**config.mk**
```make
export PLATFORM = sky130hd
export DESIGN_NAME = sample_burst_buffer
export DESIGN_NICKNAME = d
export VERILOG_FILES = /design/src/rtl/sample_burst_buffer.sv
export SDC_FILE = /design/constraint.sdc
export NUM_CORES = 1
export LEC_CHECK = 0
export ABC_AREA = 0
export ABC_CLOCK_PERIOD_IN_PS = 4500
export CORE_AREA = 4 4 292 294
export DETAILED_ROUTE_END_ITERATION = 8
export DIE_AREA = 0 0 296 298
export DONT_BUFFER_PORTS = 1
export GPL_TIMING_DRIVEN = 1
export SYNTH_ARGS = -nofsm -noshare
export SYNTH_HDL_FRONTEND = slang
export SYNTH_SLANG_ARGS = --single-unit
```
**constraint.sdc**
```tcl
create_clock -name clk_out1 -period 4.5 [get_ports clk_out1]
set_input_delay 0.675 -clock clk_out1 [delete_from_list [all_inputs] [get_ports clk_out1]]
set_output_delay 0.675 -clock clk_out1 [all_outputs]
set_load 0.02 [all_outputs]
```
**src/rtl/sample_burst_buffer.sv**
```systemverilog
// Sample buffer between the decimation filter and the SPI master: stores whole
// samples in a small RAM and hands them out one OUT_W-bit byte per done request.
module sample_burst_buffer #(
  parameter int SAMPLE_W  = 16,
  parameter int OUT_W     = 8,
  parameter int DEPTH     = 64,
  parameter int MODE      = 0,
  parameter int MSB_FIRST = 1
) (
  input  logic                     clk_out1,
  input  logic                     rst,
  input  logic [SAMPLE_W-1:0]      datafilt,
  input  logic                     filter_finished,
  input  logic                     done,
  input  logic                     flush,
  output logic [OUT_W-1:0]         data_out,
  output logic                     send,
  output logic                     full,
  output logic                     empty,
  output logic [$clog2(DEPTH):0]   level,
  output logic                     overflow
);

  localparam int NB = SAMPLE_W / OUT_W;
  localparam int AW = $clog2(DEPTH);
  localparam int CW = AW + 1;
  localparam int BW = (NB > 1) ? $clog2(NB) : 1;

  localparam logic [CW-1:0] DEPTH_C = CW'(DEPTH);
  localparam logic [BW-1:0] LAST_B  = BW'(NB - 1);

  typedef enum logic {S_FILL, S_DRAIN} state_t;

  state_t state_q, state_d;

  logic [SAMPLE_W-1:0] mem [DEPTH];

  logic [AW-1:0]    wr_ptr_q, wr_ptr_d;
  logic [AW-1:0]    rd_ptr_q, rd_ptr_d;
  logic [BW-1:0]    byte_idx_q, byte_idx_d;
  logic [CW-1:0]    count_q, count_d;
  logic [OUT_W-1:0] data_out_q, data_out_d;
  logic             send_q, send_d;
  logic             full_q, full_d;
  logic             empty_q, empty_d;
  logic             overflow_q, overflow_d;

  logic             rd_avail, rd_fire, rd_last;
  logic             has_room, wr_accept, wr_en;
  logic [BW-1:0]    sel;
  logic [SAMPLE_W-1:0] rd_word;
  logic [OUT_W-1:0] lane [NB];

  // Split the word at the read pointer into byte lanes, lane 0 = least significant.
  assign rd_word = mem[rd_ptr_q];

  generate
    for (genvar gi = 0; gi < NB; gi++) begin : g_lane
      assign lane[gi] = rd_word[gi*OUT_W +: OUT_W];
    end
  endgenerate

  assign sel = (MSB_FIRST != 0) ? (LAST_B - byte_idx_q) : byte_idx_q;

  // ---------------------------------------------------------------------------
  // FSM process 1: state register
  // ---------------------------------------------------------------------------
  always_ff @(posedge clk_out1 or negedge rst) begin
    if (!rst) begin
      state_q <= S_FILL;
    end else begin
      state_q <= state_d;
    end
  end

  // ---------------------------------------------------------------------------
  // FSM process 2: next state (burst mode only; streaming never leaves FILL)
  // ---------------------------------------------------------------------------
  always_comb begin
    state_d = state_q;
    if (flush) begin
      state_d = S_FILL;
    end else if (MODE == 0) begin
      case (state_q)
        S_FILL:  if (count_d == DEPTH_C) state_d = S_DRAIN;
        S_DRAIN: if (count_d == '0)      state_d = S_FILL;
        default: state_d = S_FILL;
      endcase
    end
  end

  // ---------------------------------------------------------------------------
  // FSM process 3: handshake decode
  // ---------------------------------------------------------------------------
  always_comb begin
    rd_avail  = (count_q != '0) && ((MODE == 1) || (state_q == S_DRAIN));
    rd_fire   = done && rd_avail;
    rd_last   = rd_fire && (byte_idx_q == LAST_B);
    // A read finishing its sample this cycle frees a slot for a same-cycle write.
    has_room  = (count_q != DEPTH_C) || rd_last;
    wr_accept = filter_finished && has_room && ((MODE == 1) || (state_q == S_FILL));
    wr_en     = wr_accept && !flush;
  end

  // ---------------------------------------------------------------------------
  // Datapath next-state
  // ---------------------------------------------------------------------------
  always_comb begin
    wr_ptr_d   = wr_ptr_q;
    rd_ptr_d   = rd_ptr_q;
    byte_idx_d = byte_idx_q;
    count_d    = count_q;
    data_out_d = data_out_q;
    send_d     = 1'b0;
    overflow_d = overflow_q;

    if (flush) begin
      wr_ptr_d   = '0;
      rd_ptr_d   = '0;
      byte_idx_d = '0;
      count_d    = '0;
      overflow_d = 1'b0;
    end else begin
      send_d = rd_fire;
      if (rd_fire) begin
        data_out_d = lane[sel];
        byte_idx_d = rd_last ? '0 : byte_idx_q + BW'(1);
      end
      if (rd_last) begin
        rd_ptr_d = rd_ptr_q + AW'(1);
      end
      if (wr_accept) begin
        wr_ptr_d = wr_ptr_q + AW'(1);
      end
      if (filter_finished && !wr_accept) begin
        overflow_d = 1'b1;
      end
      case ({wr_accept, rd_last})
        2'b10:   count_d = count_q + CW'(1);
        2'b01:   count_d = count_q - CW'(1);
        default: count_d = count_q;
      endcase
    end

    full_d  = (count_d == DEPTH_C);
    empty_d = (count_d == '0);
  end

  always_ff @(posedge clk_out1 or negedge rst) begin
    if (!rst) begin
      wr_ptr_q   <= '0;
      rd_ptr_q   <= '0;
      byte_idx_q <= '0;
      count_q    <= '0;
      data_out_q <= '0;
      send_q     <= 1'b0;
      full_q     <= 1'b0;
      empty_q    <= 1'b1;
      overflow_q <= 1'b0;
    end else begin
      wr_ptr_q   <= wr_ptr_d;
      rd_ptr_q   <= rd_ptr_d;
      byte_idx_q <= byte_idx_d;
      count_q    <= count_d;
      data_out_q <= data_out_d;
      send_q     <= send_d;
      full_q     <= full_d;
      empty_q    <= empty_d;
      overflow_q <= overflow_d;
    end
  end

  // Sample storage is never reset or flushed; only the pointers are.
  always_ff @(posedge clk_out1) begin
    if (wr_en) begin
      mem[wr_ptr_q] <= datafilt;
    end
  end

  assign data_out = data_out_q;
  assign send     = send_q;
  assign full     = full_q;
  assign empty    = empty_q;
  assign level    = count_q;
  assign overflow = overflow_q;

endmodule

```
==> flow_summary_export.csv <==
group,metric,value,unit
synth,ys.warnings.count,0,
synth,syn_avg_cell_area,20.08,um2
global_routing,overflow,0,
timing,skew,0.01812,ns
route,via_per_inst,6.099,
critical_path,critPathLaunchType,"register",
critical_path,r2r-start,"level[0]",
power_and_ir_drop,finalPower,19.46,mW
cts,path_clk_slew,0.06,ns
outcome,status,"finished, final reports clean",
route,detail_route.wl_per_cell,29.36,um
timing,drv_slew,0,
synth,synth_area_leaders,"edfxtp_1 75%, mux4_2 11%, mux2i_1 3.7%",
synth,async_reset_ff_share,3.122,%
critical_path,rrSetupSlack,0.55,ns
die,io-pin-count,40,
die,die_w,296,um
synth,yosys.area.top_type_share,74.76,%
cells_and_area,register_area,31590,um2
cts,worstSkewPairLatency,0.66,ns
timing,worst_pin_slew,1.216,ns
cells_and_area,area.growth.synth_to_final,12.16,%
synth,yosysSeqAreaShare,76.77,%
die,rows,106,
route,vias,20176,
route,detail_route.wirelength,97130,um
synth,syn-instance-count,2048,
route,drt-pass1-iter-count,5,
critical_path,crit_top_cell,"ha_1",
cells_and_area,fin_nets,2165,
placement,io_buffers,0,
synth,synth_most_common_cell,"edfxtp_1",
cts,cts_buffer_depth,3,
cells_and_area,n_fill_cell,6184,
critical_path,cpMaxStageDelayCell,"nor4_1",
power_and_ir_drop,p_leak,14.00,nW
cts,htree_levels,3,
critical_path,crit_path_max_incr_delay,0.51,ns
synth,ys_ff_latch,1057,
timing,hold_viol,0,
cts,root_buffer,"clkbuf_16",
timing,tns,0,ns
global_routing,grt_max_degree,68,
die,dieArea,88210,um2
critical_path,critPathCaptureType,"register",
die,initial_core_util,49.62,%
cts,cts_repair_resize_count,0,
critical_path,cp.arrival,4.48,ns
cts,clkSinkCount,1057,
synth,synth_nets,2074,
critical_path,worst-setup-path-type,"reg2reg",
critical_path,crit_required,5.03,ns
route,drcViolationCount,0,
hold_path,holdPathEnd,"level[5]",
critical_path,critPathMaxFanout,15,
die,core,82890,um2
global_routing,grtUsageTotal,22.08,%
power_and_ir_drop,ir_drop,337.7,uV
cells_and_area,multi_input_area,8852,um2
global_routing,grt_pass1_vias,19969,
synth,yosys.area.top_type,"edfxtp_1",
route,ant_nets,0,
timing,finalSetupViolations,0,
global_routing,grt_pass1_wl,140200,um
timing,slew_headroom,18.79,%
timing,holdWs,0.09705,ns
timing,fmax,252.9,MHz
synth,syn_area,41130,um2
hold_path,min_from,"flush",
timing,min_period,3.953,ns
power_and_ir_drop,power.density,421.8,nW/um2
critical_path,rr_worst_depth,13,
critical_path,path_delay_family,"simple AND/OR/NAND/NOR gates",
synth,synth_common_cells,"1024 x edfxtp_1, 192 x mux4_2, 154 x mux2i_1",
critical_path,r2r_end,"state_q",
hold_path,hold_depth,1,
critical_path,cp_num_buf_inv,0,
route,dr.first_iter.drc_count,2097,
cts,cts_tree,"yes",
timing,fin_crit_sh,87.86,%
cells_and_area,drive_gt1_share,21.11,%
synth,synthDistinctLibCells,55,
synth,synth_edf_count,1024,
flow_run,cap_violations,0,
placement,dp_hpwl,55930,um
critical_path,path_cells,"nor4_1, a31oi_1, and2_1, ha_1, xor2_1, ha_1, or3_4, a21oi_4, o21a_1, o21ai_2, xnor2_2, a31oi_4, mux2_1",
die,die_h,298,um
placement,finalWeightedCongestion,0.8239,
hold_path,hp-class,"in2reg",
timing,rsz0062_at_grt,"no",
synth,ys.flop_type,"edfxtp_1",
cts,numCtsBuffers,105,
global_routing,antenna_found_initial,1,
## routing by layer
layer / GRT usage, % / up-vias / part of all wire (%)
li1: - / 8616 / -
met1: 32.24 / 10711 / 42
met2: 34.67 / 711 / 48
met3: 4.860 / 138 / 7.7
met4: 4.938 / 0 / 2.3
met5: 0 / - / 0
## state kept, by name (all words and copies together), names as in the netlist, 6 cells and up
signal and count:
mem 1024, data_out 8, level 7, rd_ptr_q 6, wr_ptr_q 6
## layout by cell type (no fill, tap or decap), types with 10 or more instances in the layout
| cell type | count |
|---|---|
| a211oi_1 | 16 |
| a21oi_1 | 32 |
| a22oi_1 | 64 |
| a31oi_1 | 10 |
| buf_4 | 101 |
| clkbuf_1 | 27 |
| clkbuf_16 | 106 |
| clkinv_1 | 20 |
| clkinv_2 | 14 |
| dfrtp_1 | 29 |
| edfxtp_1 | 1024 |
| mux2i_1 | 154 |
| mux4_2 | 192 |
| nand2_1 | 38 |
| nand2b_1 | 10 |
| nor2_1 | 128 |
| nor3_1 | 40 |
| nor4_1 | 11 |
| o22ai_1 | 64 |
| xor2_1 | 11 |
## worst reg2reg max path: cells and delay by family (launching register included)
family	cells	cell delay (ns)
compound gates	5	0.88
xor+xnor	2	0.38
fa+ha+maj	2	0.65
flops	1	0.38
mux	1	0.35
simple gates	3	1.19
## cell type report
| class | count | share of cell area [%] |
|---|---|---|
| antenna | 2 | 0.01085 |
| clock buffer | 138 | 6.119 |
| clock inverter | 56 | 1.185 |
| inverter | 5 | 0.04068 |
| multi-input combinational | 859 | 19.19 |
| sequential | 1057 | 68.47 |
| tap | 1080 | 2.929 |
| timing repair buffer | 111 | 2.056 |
## cell families after synthesis
group                      synth area share, %
AOI/OAI and AO/OA                        3.501
xor gates and xnor gates                0.4016
adders and majority gates               0.1521
buffers and inverters                    1.728
DFF                                      76.77
muxes                                    14.29
and+or+nand+nor                          3.155
## where the power goes
group          switching (mW)  total (mW)  internal (mW)
registers              0.0117        10.8           10.8
logic                  0.0736       0.109         0.0352
clock network            3.59        8.53           4.94
## how the worst max path moves through the flow
stage / from / end / slack [ns] / depth (start not counted)
after CTS: level[0] / state_q / 0.54 / 13
after floorplan: level[2] / state_q / 0.77 / 16
final: level[0] / state_q / 0.55 / 13
after global routing: level[0] / state_q / 0.21 / 14
after global placement: level[0] / state_q / 0.72 / 13
after detailed placement: level[0] / state_q / 0.56 / 13
## per-stage QoR
| stage | cells | util [%] | instance area (um2) | worst slack [ns] |
|---|---|---|---|---|
| global route | 3306 | 55.65 | 46130 | 0.2126 |
| global placement | 3110 | 51.54 | 42730 | 0.7223 |
| floorplan | 2048 | - | 41130 | 0.7659 |
| detailed placement | 3110 | 51.54 | 42730 | 0.5558 |
| CTS | 3306 | 55.65 | 46130 | 0.5379 |
| finish | 3308 | 55.65 | 46130 | 0.5465 |
## what timing repair did
| action | 4_1_cts | 5_1_grt |
|---|---|---|
| setup buffers | 0 | 0 |
| hold buffers | 2 | 0 |
| endpoints found under the hold margin | 33 | 0 |
| endpoints found under the setup margin | 0 | 0 |
Power figures use the tool's default switching activity.
